--- config.mk ---
export PLATFORM = sky130hd
export DESIGN_NAME = add_sub_seq_flat
export DESIGN_NICKNAME = d
export VERILOG_FILES = /design/src/rtl/add_sub_pkg.sv /design/src/rtl/add_sub_seq_if.sv /design/src/rtl/add_n.sv /design/src/rtl/full_adder.sv /design/src/rtl/add_sub_seq.sv /design/src/flat_wrapper.sv
export SDC_FILE = /design/constraint.sdc
export NUM_CORES = 1
export LEC_CHECK = 0
export CAP_MARGIN = 20
export CORE_MARGIN = 5
export CORE_UTILIZATION = 52
export DETAILED_ROUTE_END_ITERATION = 7
export PLACE_DENSITY = 0.81
export SETUP_SLACK_MARGIN = 0.05
export SLEW_MARGIN = 20
export SYNTH_ARGS = -nofsm -noshare
export SYNTH_HDL_FRONTEND = slang
export SYNTH_SLANG_ARGS = --single-unit
--- constraint.sdc ---
create_clock -name clk -period 10.5 [get_ports clk]
set_input_delay 3.15 -clock clk [delete_from_list [all_inputs] [get_ports clk]]
set_output_delay 3.15 -clock clk [all_outputs]
set_load 0.02 [all_outputs]
--- src/rtl/add_sub_pkg.sv ---
// Shared types for the sequential adder/subtractor: FSM states, op encoding,
// and the chunk-index width helper.
package add_sub_pkg;

  typedef enum logic [1:0] {
    IDLE = 2'd0,
    BUSY = 2'd1,
    DONE = 2'd2
  } state_t;

  typedef enum logic {
    ADD = 1'b0,
    SUB = 1'b1
  } op_t;

  // A single-chunk datapath still needs a 1-bit index register.
  function automatic int idx_width(input int num_chunks);
    return (num_chunks > 1) ? $clog2(num_chunks) : 1;
  endfunction

endpackage

--- src/rtl/add_sub_seq_if.sv ---
// Operand/result bus of add_sub_seq. The master supplies operands and takes
// results; the slave (the adder) computes.
//
// Handshake: a transfer happens on a rising clk edge where valid && ready are
// both 1. Input side: i_valid/a/b/sub from master, i_ready from slave.
// Output side: o_valid/y/c_out/overflow/zero from slave, o_ready from master.
// A slave never makes ready depend combinationally on valid.
interface add_sub_seq_if #(
  parameter int N = 32
);
  logic         i_valid;
  logic         i_ready;
  logic [N-1:0] a;
  logic [N-1:0] b;
  logic         sub;
  logic         o_valid;
  logic         o_ready;
  logic [N-1:0] y;
  logic         c_out;
  logic         overflow;
  logic         zero;

  modport master (
    output i_valid, a, b, sub, o_ready,
    input  i_ready, o_valid, y, c_out, overflow, zero
  );

  modport slave (
    input  i_valid, a, b, sub, o_ready,
    output i_ready, o_valid, y, c_out, overflow, zero
  );
endinterface

--- src/rtl/add_n.sv ---
// W-bit ripple-carry adder built from full_adder cells. c_msb is the carry
// into bit W-1, needed for signed-overflow detection.
module add_n #(
  parameter int W = 8
) (
  input  logic [W-1:0] a,
  input  logic [W-1:0] b,
  input  logic         c_in,
  output logic [W-1:0] y,
  output logic         c_out,
  output logic         c_msb
);
  logic [W:0] c;

  assign c[0] = c_in;

  for (genvar i = 0; i < W; i++) begin : g_bit
    full_adder u_fa (
      .a    (a[i]),
      .b    (b[i]),
      .c_in (c[i]),
      .s    (y[i]),
      .c_out(c[i+1])
    );
  end

  assign c_out = c[W];
  assign c_msb = c[W-1];
endmodule

--- src/rtl/full_adder.sv ---
// One-bit full adder cell.
module full_adder (
  input  logic a,
  input  logic b,
  input  logic c_in,
  output logic s,
  output logic c_out
);
  assign s     = a ^ b ^ c_in;
  assign c_out = (a & b) | (c_in & (a ^ b));
endmodule

--- src/rtl/add_sub_seq.sv ---
// Sequential N-bit adder/subtractor: sums CHUNK bits per cycle through one
// add_n slice, delivering the result N/CHUNK cycles after acceptance.
module add_sub_seq
  import add_sub_pkg::*;
#(
  parameter int N     = 32,
  parameter int CHUNK = 8
) (
  input  logic   clk,
  input  logic   rst,
  add_sub_seq_if.slave bus,
  output state_t dbg_state
);
  localparam int NUM = (CHUNK > 0) ? N / CHUNK : 1;
  localparam int IW  = idx_width(NUM);

  if (CHUNK < 1 || CHUNK > N || (N % CHUNK) != 0) begin : g_bad_chunk
    $error("add_sub_seq: CHUNK must divide N and satisfy 1 <= CHUNK <= N");
  end

  state_t        state;
  logic [N-1:0]  a_q;
  logic [N-1:0]  b_q;
  logic [N-1:0]  res;
  logic [N-1:0]  res_next;
  logic          carry;
  logic [IW-1:0] idx;
  logic          i_ready_q;
  logic          o_valid_q;
  logic          c_out_q;
  logic          ovf_q;
  logic          zero_q;

  op_t            op;
  int             base;
  logic           last;
  logic [CHUNK-1:0] chunk_a;
  logic [CHUNK-1:0] chunk_b;
  logic [CHUNK-1:0] chunk_sum;
  logic           chunk_co;
  logic           chunk_cmsb;

  assign op   = op_t'(bus.sub);
  assign base = int'(idx) * CHUNK;
  assign last = (idx == IW'(NUM - 1));

  always_comb begin
    chunk_a = a_q[base +: CHUNK];
    chunk_b = b_q[base +: CHUNK];
  end

  add_n #(.W(CHUNK)) u_add (
    .a    (chunk_a),
    .b    (chunk_b),
    .c_in (carry),
    .y    (chunk_sum),
    .c_out(chunk_co),
    .c_msb(chunk_cmsb)
  );

  // Zero flag is taken from the result as it will look after the final slice lands.
  always_comb begin
    res_next = res;
    res_next[base +: CHUNK] = chunk_sum;
  end

  always_ff @(posedge clk) begin
    if (rst) begin
      state     <= IDLE;
      a_q       <= '0;
      b_q       <= '0;
      res       <= '0;
      carry     <= 1'b0;
      idx       <= '0;
      c_out_q   <= 1'b0;
      ovf_q     <= 1'b0;
      zero_q    <= 1'b1;
      o_valid_q <= 1'b0;
      i_ready_q <= 1'b1;
    end else begin
      case (state)
        IDLE: begin
          if (bus.i_valid && i_ready_q) begin
            // Subtraction is A + ~B + 1: invert B here, seed the carry with 1.
            a_q       <= bus.a;
            b_q       <= bus.b ^ {N{op == SUB}};
            carry     <= (op == SUB);
            idx       <= '0;
            state     <= BUSY;
            i_ready_q <= 1'b0;
          end
        end
        BUSY: begin
          res   <= res_next;
          carry <= chunk_co;
          if (last) begin
            c_out_q   <= chunk_co;
            ovf_q     <= chunk_cmsb ^ chunk_co;
            zero_q    <= (res_next == '0);
            state     <= DONE;
            o_valid_q <= 1'b1;
          end else begin
            idx <= idx + IW'(1);
          end
        end
        DONE: begin
          if (bus.o_ready) begin
            state     <= IDLE;
            o_valid_q <= 1'b0;
            i_ready_q <= 1'b1;
          end
        end
        default: begin
          state     <= IDLE;
          o_valid_q <= 1'b0;
          i_ready_q <= 1'b1;
        end
      endcase
    end
  end

  assign bus.i_ready  = i_ready_q;
  assign bus.o_valid  = o_valid_q;
  assign bus.y        = res;
  assign bus.c_out    = c_out_q;
  assign bus.overflow = ovf_q;
  assign bus.zero     = zero_q;
  assign dbg_state    = state;
endmodule

--- src/flat_wrapper.sv ---
// flat-port wrapper written by rule: the top's interface ports become plain ports
module add_sub_seq_flat import add_sub_pkg::*;
#(
  parameter int N     = 32,
  parameter int CHUNK = 8
)
  (clk, rst, dbg_state, bus_i_valid, bus_a, bus_b, bus_sub, bus_o_ready, bus_i_ready, bus_o_valid, bus_y, bus_c_out, bus_overflow, bus_zero);
  add_sub_seq_if #(.N(N)) bus_i ();
  input  logic clk;
  input  logic rst;
  output state_t dbg_state;
  input wire logic [$bits(bus_i.i_valid)-1:0] bus_i_valid;
  input wire logic [$bits(bus_i.a)-1:0] bus_a;
  input wire logic [$bits(bus_i.b)-1:0] bus_b;
  input wire logic [$bits(bus_i.sub)-1:0] bus_sub;
  input wire logic [$bits(bus_i.o_ready)-1:0] bus_o_ready;
  output wire logic [$bits(bus_i.i_ready)-1:0] bus_i_ready;
  output wire logic [$bits(bus_i.o_valid)-1:0] bus_o_valid;
  output wire logic [$bits(bus_i.y)-1:0] bus_y;
  output wire logic [$bits(bus_i.c_out)-1:0] bus_c_out;
  output wire logic [$bits(bus_i.overflow)-1:0] bus_overflow;
  output wire logic [$bits(bus_i.zero)-1:0] bus_zero;
  assign bus_i.i_valid = bus_i_valid;
  assign bus_i.a = bus_a;
  assign bus_i.b = bus_b;
  assign bus_i.sub = bus_sub;
  assign bus_i.o_ready = bus_o_ready;
  assign bus_i_ready = bus_i.i_ready;
  assign bus_o_valid = bus_i.o_valid;
  assign bus_y = bus_i.y;
  assign bus_c_out = bus_i.c_out;
  assign bus_overflow = bus_i.overflow;
  assign bus_zero = bus_i.zero;
  add_sub_seq #(.N(N), .CHUNK(CHUNK)) u_core (.clk(clk), .rst(rst), .bus(bus_i), .dbg_state(dbg_state));
endmodule
==> impl_results.md, run 1 <==
- Run status: completed
- Post-synthesis instance area: 4920 sq um
- Class of the worst hold path: reg2reg
- Number of instances resized during post-cts repair: 0
- Placer Congestion: 0.889
- Number of antenna violations at the first check in global routing: 0
- Total number of vias: 4,043
- Net count of the mapped netlist: 610
- Clock-pin transition on the worst setup and hold timing paths: 100 ps
- Sum of overflow across all layers after global routing: 0
- Startpoint type of the worst setup path: flop
- Hold path startpoint: u_core.a_q[1]
- Root Driver: clkbuf_8
- Type of the worst setup path: reg2reg
- Initial Utilization: 0.533
- TritonCTS clock tree: done
- Power density over the cells: 140 nW/um^2
- Area Growth Syn to Fin: 25.6%
- Row count: 35
- Routed length per placed instance: 15.5 microns
- CP max FO: 15
- Setup Skew: 9.18 ps
- Most used cells in the layout excluding fill and tap cells: dfxtp_1 (106), clkdlybuf4s50_1 (105), nand2_1 (73), nor2_1 (73), a21oi_1 (38)
- Source of the worst register-to-register timing path: u_core.idx[0]
- First-pass iteration count of the detailed router: 4
- Sequential cell area fraction in the yosys report: 0.431
- Multi-input gate area: 2540 sq um
- Count of synthesis-stage warnings from yosys: 0
- Tightest Pin Transition: 1060 ps
- Req. time, crit path: 10,820 ps
- Reg2reg path depth: 17
- CTS max path bufs: 2
- Max Transition Viols Final: 0
- Placeable Area: 9240 sq um
- Layout filler cell count: 757
- Final cell area excluding filler cells: 6180 sq um
- Final clock period utilization by the worst path: 0.545
- Number of buffer cells added on primary ports: 107
- Via density: 5.44
- Minimum clock period: 5720 ps
- Sequential cell area in the final layout: 2120 sq um
- Drt drc: 0
- Fraction of final layout cells with drive strength greater than 1: 0.0700
- Vias in the first global route: 3,944
- I/O pin count: 108
- Setup Fix Bufs, Post-CTS: 0
- Total Negative Setup Slacks: 0 ps
- Largest net degree at the start of global routing: 107
- Crit Reg-Reg Endpoint: u_core.bus.zero
- Post-synthesis sequential element count: 106
- Residual antenna-violating net count after detailed routing: 0
- DRT Wirelength: 11.5 mm
- Synth Area per Inst: 9.34 sq um
- Synthesized instance count: 527
- Max-cap violations: 0
- Setup repair after global routing missed its margin: no
- Number of CTS-inserted buffers: 9
- Count of H-tree levels built during CTS: 3
- Cell area after placement: 5990 sq um
- # hold bufs at CTS: 0
- Number of different library cells in the post-synthesis netlist: 41
- End of the worst hold path: u_core.a_q[1]
- Iteration-0 DRC count of the detailed router: 159
- Vertical extent of the die: 107 microns
- Cells taking the most area after synthesis: dfxtp_1 (43%), mux4_2 (7.3%), xnor2_1 (5.9%)
- Post-layout nets: 692
- Die area: 11,500 sq um
- FF-to-FF setup slack: 4780 ps
- Fmax: 0.175 GHz
- Sum of internal, switching and leakage power: 0.867 mW
- Detailed placement HPWL: 8.50 mm
- Count of clock tree sinks: 106
- Global-route wire length before repair: 18.6 mm
- Width of the chip: 107 microns
- Area share of the leading cell type in the synthesized netlist: 0.431
- Most common cell after layout, fill and taps aside: dfxtp_1
- WP data arrival: 6040 ps
- Type of element capturing the critical path: flop
- IR drop worst, VDD: 60.9 uV
- Number of inserted diodes: 0
- Cell depth of the worst hold path: 2
- Total setup violations reported at the end of the flow: 0
- Most area-hungry cell type in the Yosys netlist: dfxtp_1
- Headroom to the max-slew limit: 0.290
- Clock latency on the worst-skew pair: 380 ps
- Hold Vio Cnt, Final: 0
- Leak Pwr: 2.20 nW
- Overall routing resource usage: 0.201
sequential cells by signal, indices dropped and copies added (netlist names):
name	cells
u_core.bus.y	32
u_core.bus.i_ready	1
u_core.dbg_state	2
u_core.b_q	32
u_core.a_q	32
u_core.bus.c_out	1
u_core.bus.zero	1
u_core.bus.overflow	1
u_core.carry	1
u_core.bus.o_valid	1
u_core.idx	2
worst max path at each step:
stage | startpoint | end | slack [ps] | depth (start not counted)
after floorplan | u_core.idx[0] | u_core.bus.zero | 5380 | 18
after global placement | u_core.idx[0] | u_core.bus.zero | 5040 | 17
after detailed placement | u_core.idx[0] | u_core.bus.zero | 4810 | 17
after CTS | u_core.idx[0] | u_core.bus.zero | 4790 | 17
after global routing | u_core.idx[0] | u_core.bus.zero | 4460 | 17
final | u_core.idx[0] | u_core.bus.zero | 4780 | 17
report_power, final:
part | internal, mW | switching (mW) | total, mW | leakage [nW]
Clock | 0.0958 | 0.144 | 0.240 | 0.0976
Sequential | 0.425 | 0.0161 | 0.441 | 0.866
Combinational | 0.0960 | 0.0901 | 0.186 | 1.24
Total | 0.617 | 0.250 | 0.867 | 2.20
cell usage after synthesis:
cell,instances
dfxtp_1,106
nand2_1,73
nor2_1,73
a21oi_1,38
a211oi_1,36
xnor2_1,33
a2bb2oi_1,31
inv_1,21
buf_2,17
mux4_2,16
clkbuf_1,14
fa_1,8
nor4_1,8
buf_4,6
ha_1,6
nand2b_1,3
nand3_1,3
o21ai_0,3
a22oi_1,2
and2_1,2
and4b_1,2
buf_1,2
nand3b_4,2
nand4bb_1,2
nor2b_1,2
nor3_1,2
o22ai_1,2
a2111oi_0,1
a21o_1,1
a31o_1,1
and3_1,1
buf_6,1
mux2_2,1
mux2i_1,1
nor3b_1,1
nor4bb_1,1
o32ai_1,1
or3_1,1
or3b_1,1
or4_1,1
or4bb_1,1
through the flow:
step | hold slack (ps) | setup WS [ps] | std cells | util
floorplan | 433 | 5380 | 527 | -
global placement | 438 | 5040 | 727 | 0.648
detailed placement | 448 | 4810 | 727 | 0.648
CTS | 461 | 4790 | 743 | 0.669
global route | 473 | 4460 | 743 | 0.669
finish | 458 | 4780 | 743 | 0.669
worst max-delay path, stage by stage (launching register included):
cell and delay (ps):
dfxtp_1 750, buf_4 350, mux4_2 220, inv_1 60, fa_1 410, fa_1 400, fa_1 390, fa_1 400
fa_1 380, inv_1 80, fa_1 170, inv_1 50, fa_1 420, fa_1 610, and4b_1 260, nand3_1 90
a2111oi_0 440, a31o_1 190
per-layer routing:
layer / routed length [microns] / vias to the layer above / share of wire / global-route usage
li1: - / 2003 / - / -
met5: 0 / - / 0 / 0
met3: 664 / 27 / 0.058 / 0.0390
met1: 4900 / 1886 / 0.43 / 0.254
met4: 297 / 0 / 0.026 / 0.0959
met2: 5640 / 127 / 0.49 / 0.328
final cells by class:
type                            instances  area share
Clock buffer                           10      0.0223
Clock inverter                          6     0.00789
Tap cell                              129      0.0261
Timing Repair Buffer                  111       0.177
Sequential cell                       106       0.343
Inverter                               21      0.0127
Multi-Input combinational cell        360       0.411
logic make-up after synthesis:
kind of cell             Yosys count  synth area share
adder cells (fa/ha/maj)           14            0.0478
AND/OR/NAND/NOR                  179             0.164
XOR/XNOR                          33            0.0587
multiplexers                      18            0.0775
buffers and inverters             61            0.0569
flip-flops                       106             0.431
AO/OA/AOI/OAI                    116             0.164
Power figures use the tool's default switching activity.
==> inputs of run 2 (changes only) <==
--- a/config.mk
+++ b/config.mk
@@ -7,9 +7,9 @@
 export LEC_CHECK = 0
 export CAP_MARGIN = 20
 export CORE_MARGIN = 5
-export CORE_UTILIZATION = 52
+export CORE_UTILIZATION = 51
 export DETAILED_ROUTE_END_ITERATION = 7
-export PLACE_DENSITY = 0.81
+export PLACE_DENSITY = 0.79
 export SETUP_SLACK_MARGIN = 0.05
 export SLEW_MARGIN = 20
 export SYNTH_ARGS = -nofsm -noshare
==> constraint.sdc (replaced) <==
create_clock -name clk -period 5.55 [get_ports clk]
set_input_delay 1.665 -clock clk [delete_from_list [all_inputs] [get_ports clk]]
set_output_delay 1.665 -clock clk [all_outputs]
set_load 0.02 [all_outputs]
==> run 2 against run 1 <==
Net effect: fmax rose by 8.5%; clock skew is 2.0 ps higher; critical path depth unchanged; register-to-register slack got worse by 4500 ps; via count decreased by 0.12%; flip-flop and latch count stayed put; core utilization decreased by 0.79 points; critical path type unchanged; largest cell class unchanged; highest routed layer unchanged.
==> impl_results.md, run 2 (synthesized netlist as in run 1, its figures left out) <==
- Number of antenna violations at the first check in global routing: 0
- Final clock period utilization by the worst path: 0.950
- Cell depth of the worst hold path: 2
- Fraction of final layout cells with drive strength greater than 1: 0.0667
- Area Growth Syn to Fin: 25.3%
- Final cell area excluding filler cells: 6170 sq um
- First-pass iteration count of the detailed router: 5
- Row count: 35
- Routed length per placed instance: 15.4 microns
- End of the worst hold path: u_core.a_q[22]
- Worst-case setup slack after placement: 430 ps
- WP data arrival: 5570 ps
- # hold bufs at CTS: 0
- Largest net degree at the start of global routing: 107
- Number of inserted diodes: 0
- Drt drc: 0
- Power density over the cells: 259 nW/um^2
- CP max FO: 9
- Placer Congestion: 0.887
- Power dissipated by switching net loads: 0.445 mW
- Type of element capturing the critical path: flop
- Placeable Area: 9330 sq um
- Total setup violations reported at the end of the flow: 0
- Count of clock tree sinks: 106
- Tightest Pin Transition: 1040 ps
- Least setup slack across all paths after layout: 277 ps
- TritonCTS clock tree: done
- Relative contribution of combinational cells to total power: 0.224
- Setup Fix Bufs, Post-CTS: 0
- Headroom to the max-slew limit: 0.308
- Type of the worst setup path: reg2reg
- Sum of internal, switching and leakage power: 1.59 mW
- Fmax: 0.190 GHz
- Number of CTS-inserted buffers: 9
- Req. time, crit path: 5850 ps
- Class of the worst hold path: reg2reg
- Number of buffer cells added on primary ports: 107
- DRT Wirelength: 11.5 mm
- IR drop worst, VDD: 149 uV
- Root Driver: clkbuf_8
- Internal power component: 1.15 mW
- Iteration-0 DRC count of the detailed router: 195
- Most common cell after layout, fill and taps aside: dfxtp_1
- Count of H-tree levels built during CTS: 3
- Source of the worst register-to-register timing path: u_core.idx[1]
- Die area: 11,700 sq um
- Startpoint type of the worst setup path: flop
- Via density: 5.43
- Most used cells in the layout excluding fill and tap cells: dfxtp_1 (106), clkdlybuf4s50_1 (105), nand2_1 (73), nor2_1 (73), a21oi_1 (38)
- Number of instances resized during post-cts repair: 0
- Initial Utilization: 0.528
- Max-cap violations: 0
- Total Negative Setup Slacks: 0 ps
- Crit Reg-Reg Endpoint: u_core.bus.zero
- Sequential share of power: 0.520
- Minimum clock period: 5270 ps
- Global-route wire length before repair: 18.9 mm
- Clock share of power: 0.256
- Detailed placement HPWL: 8.62 mm
- Width of the chip: 108 microns
- Leak Pwr: 2.19 nW
- Residual antenna-violating net count after detailed routing: 0
- Clock latency on the worst-skew pair: 360 ps
- Post-layout nets: 693
- Reg2reg path depth: 17
- Sw frac: 0.279
- Max Transition Viols Final: 0
- Clock-pin transition on the worst setup and hold timing paths: 90 ps
- Vias in the first global route: 3,969
- I/O pin count: 108
- Hold path startpoint: u_core.a_q[22]
- Run status: completed
- Setup Skew: 11.2 ps
- Total number of vias: 4,038
- FF-to-FF setup slack: 280 ps
- Sum of overflow across all layers after global routing: 0
- Cell area after placement: 6000 sq um
- Setup repair after global routing missed its margin: no
- Hold Vio Cnt, Final: 0
- CTS max path bufs: 2
- Vertical extent of the die: 108 microns
- Overall routing resource usage: 0.201
-- run 2: cell count changes in the layout (fill, tap and decap cells not counted), sizes merged --
cell / delta
clkinv: -1
buf: +1
clkbuf: +2
clkinvlp: +2
inv: -3
-- run 2: per-stage QoR --
stage               hold WS [ps]  utilization  instances
detailed placement           447        0.643        728
floorplan                    433            -        527
CTS                          459        0.661        744
finish                       460        0.661        744
global placement             440        0.643        728
global route                 479        0.661        744
-- run 2: routing by layer --
| metal | GRT usage | wire length, microns | up-vias |
|---|---|---|---|
| li1 | - | - | 1986 |
| met5 | 0 | 0 | - |
| met1 | 0.261 | 5130 | 1900 |
| met4 | 0.0748 | 231 | 0 |
| met3 | 0.0400 | 632 | 24 |
| met2 | 0.333 | 5480 | 128 |
-- run 2: cell type report --
class	instances	area (sq um)
well taps	129	161
flip-flops and latches	106	2120
fillers	786	3160
clock inverters	4	28.8
repair buffers	112	1100
clock buffers	12	135
inverters	21	78.8
multi-input cells	360	2540
-- run 2: power by group through the flow --
stage	clock network, mW	logic, mW	registers (mW)
2_1_floorplan	0	0.241	0.843
3_3_place_gp	0	0.347	0.845
3_5_place_dp	0	0.355	0.847
4_1_cts	0.414	0.356	0.829
5_1_grt	0.452	0.389	0.835
6_report	0.409	0.357	0.829
-- run 2: how the worst max path moves through the flow --
stage | startpoint | to | slack (ps) | cells past startpoint
detailed placement | u_core.idx[1] | u_core.bus.zero | 430 | 17
global route | u_core.idx[1] | u_core.bus.zero | 170 | 17
floorplan | u_core.idx[0] | u_core.bus.zero | 430 | 18
global placement | u_core.idx[1] | u_core.bus.zero | 620 | 17
finish | u_core.idx[1] | u_core.bus.zero | 280 | 17
CTS | u_core.idx[1] | u_core.bus.zero | 390 | 17
-- run 2: critical path, cell delays in order, from the launching register on --
cell and delay (ps):
dfxtp_1 410, buf_4 210, mux4_2 190, inv_1 50
fa_1 380, fa_1 410, fa_1 390, fa_1 390
fa_1 370, inv_1 80, fa_1 160, inv_1 50
fa_1 420, fa_1 620, and4b_1 270, nand3_1 90
a2111oi_0 510, a31o_1 220
==> inputs of run 3 (changes only) <==
--- a/config.mk
+++ b/config.mk
@@ -7,11 +7,12 @@
 export LEC_CHECK = 0
 export CAP_MARGIN = 20
 export CORE_MARGIN = 5
-export CORE_UTILIZATION = 51
+export CORE_UTILIZATION = 46
+export CTS_CLUSTER_DIAMETER = 100
 export DETAILED_ROUTE_END_ITERATION = 7
-export PLACE_DENSITY = 0.79
+export PLACE_DENSITY = 0.76
 export SETUP_SLACK_MARGIN = 0.05
-export SLEW_MARGIN = 20
+export SLEW_MARGIN = 25
 export SYNTH_ARGS = -nofsm -noshare
 export SYNTH_HDL_FRONTEND = slang
 export SYNTH_SLANG_ARGS = --single-unit
==> constraint.sdc (replaced) <==
create_clock -name clk -period 4.3 [get_ports clk]
set_input_delay 1.29 -clock clk [delete_from_list [all_inputs] [get_ports clk]]
set_output_delay 1.29 -clock clk [all_outputs]
set_load 0.02 [all_outputs]
==> run 3 against run 2 <==
Net effect: the run now ends with negative setup slack left; via count rose by 0.87%; cell count rose by 1.7%; fmax rose by 17%; flip-flop and latch count did not move; critical path type unchanged; critical endpoint unchanged.
==> impl_results.md, run 3 (synthesized netlist as in run 1, its figures left out) <==
- Clock-pin transition on the worst setup and hold timing paths: 90 ps
- Number of CTS-inserted buffers: 9
- Setup Skew: 14.9 ps
- Vertical extent of the die: 113 microns
- WP data arrival: 4830 ps
- Drt drc: 0
- Root Driver: clkbuf_8
- Max-cap violations: 0
- Total number of vias: 4,073
- Detailed placement HPWL: 8.78 mm
- Initial Utilization: 0.475
- Number of inserted diodes: 0
- Cell area after placement: 6070 sq um
- Clock latency on the worst-skew pair: 380 ps
- Fmax: 0.222 GHz
- Placeable Area: 10,400 sq um
- Count of clock tree sinks: 106
- Count of H-tree levels built during CTS: 3
- Placer Congestion: 0.907
- Startpoint type of the worst setup path: flop
- Area Growth Syn to Fin: 28.6%
- Final cell area excluding filler cells: 6330 sq um
- Number of antenna violations at the first check in global routing: 0
- Most common cell after layout, fill and taps aside: clkdlybuf4s50_1
- CP max FO: 4
- I/O pin count: 108
- Global-route wire length before repair: 19.7 mm
- Vias in the first global route: 4,171
- Final clock period utilization by the worst path: 1.05
- Failing checks: negative setup slack
- DRT Wirelength: 11.8 mm
- Leak Pwr: 2.26 nW
- Run status: finished, violations left
- Iteration-0 DRC count of the detailed router: 275
- Least setup slack across all paths after layout: -211 ps
- Tightest Pin Transition: 870 ps
- Final standard cell utilization of the core: 0.611
- Headroom to the max-slew limit: 0.420
- Total setup violations reported at the end of the flow: 1
- CTS max path bufs: 2
- Via density: 5.38
- Die area: 12,900 sq um
- Req. time, crit path: 4620 ps
- First-pass iteration count of the detailed router: 5
- Power density over the cells: 353 nW/um^2
- Row count: 37
- Type of element capturing the critical path: flop
- # hold bufs at CTS: 0
- Post-layout nets: 699
- Overall routing resource usage: 0.187
- Residual antenna-violating net count after detailed routing: 0
- Type of the worst setup path: reg2reg
- Class of the worst hold path: reg2reg
- Most used cells in the layout excluding fill and tap cells: clkdlybuf4s50_1 (105), dfxtp_1 (104), nand2_1 (73), nor2_1 (73), a21oi_1 (38)
- TritonCTS clock tree: done
- Max Transition Viols Final: 0
- Fraction of final layout cells with drive strength greater than 1: 0.0982
- Minimum clock period: 4510 ps
- Number of buffer cells added on primary ports: 107
- Hold Vio Cnt, Final: 0
- Width of the chip: 113 microns
- Placed instance count: 740
- Largest net degree at the start of global routing: 107
- Routed length per placed instance: 15.6 microns
- Setup repair after global routing missed its margin: yes
- Sum of overflow across all layers after global routing: 0
- IR drop worst, VDD: 169 uV
- Post-route insts no fill: 757
[run 3: cell count changes in the layout (fill, tap and decap cells not counted), moves of 3 or more]
cell	previous run	this run
fa_1	8	2
a2bb2oi_2	0	3
a2bb2oi_1	31	28
clkbuf_1	3	0
buf_4	6	10
fa_2	0	6
[run 3: final timing paths]
kind | from | endpoint | slack [ps] | depth (start not counted)
worst max-delay path | u_core.idx[1] | u_core.bus.zero | -210 | 16
worst min register to register | u_core.a_q[31] | u_core.a_q[31] | 460 | 2
worst min-delay path | u_core.a_q[31] | u_core.a_q[31] | 460 | 2
worst max register to register | u_core.idx[1] | u_core.bus.zero | -210 | 16
[run 3: what timing repair did]
| item | 4_1_cts | 5_1_grt |
|---|---|---|
| endpoints found under the setup margin | 4 | 5 |
| buffers inserted | 1 | 0 |
| pin swaps | 3 | 1 |
| gates resized for setup | 2 | 6 |
[run 3: cell type report]
class,instances,area [sq um]
Clock buffer,9,124
Clock inverter,7,98.8
Fill cell,896,4040
Inverter,21,78.8
Multi-Input combinational cell,360,2580
Sequential cell,106,2130
Tap cell,136,170
Timing Repair Buffer,118,1150
[run 3: routing by layer]
metal / up-vias / global-route usage / share of wire
li1: 2001 / - / -
met1: 1928 / 0.234 / 0.42
met2: 121 / 0.323 / 0.50
met3: 23 / 0.0393 / 0.058
met4: 0 / 0.0617 / 0.022
met5: - / 0 / 0
[run 3: metrics by stage]
step | hold WS [ps] | setup WS [ps] | TNS, ps | total power, mW
after floorplan | 433 | -387 | -387 | 1.41
after global placement | 441 | -225 | -225 | 1.56
after detailed placement | 449 | -325 | -325 | 1.57
after CTS | 462 | -257 | -257 | 2.24
after global routing | 479 | -379 | -379 | 2.33
final | 462 | -211 | -211 | 2.24
[run 3: worst max-delay path, stage by stage, from the launching register on]
cell	delay, ps
dfxtp_4	370
mux4_2	320
inv_1	60
fa_2	360
fa_2	350
fa_2	350
fa_2	340
fa_2	320
inv_1	70
fa_1	160
inv_1	50
fa_2	350
fa_1	530
and4b_1	230
nand3_1	100
a2111oi_2	320
a31o_1	180
[run 3: power breakdown]
part / leakage [nW] / switching [mW] / internal [mW]
combinational: 1.28 / 0.235 / 0.257
clock: 0.110 / 0.342 / 0.332
sequential: 0.868 / 0.0330 / 1.04
total: 2.26 / 0.610 / 1.63
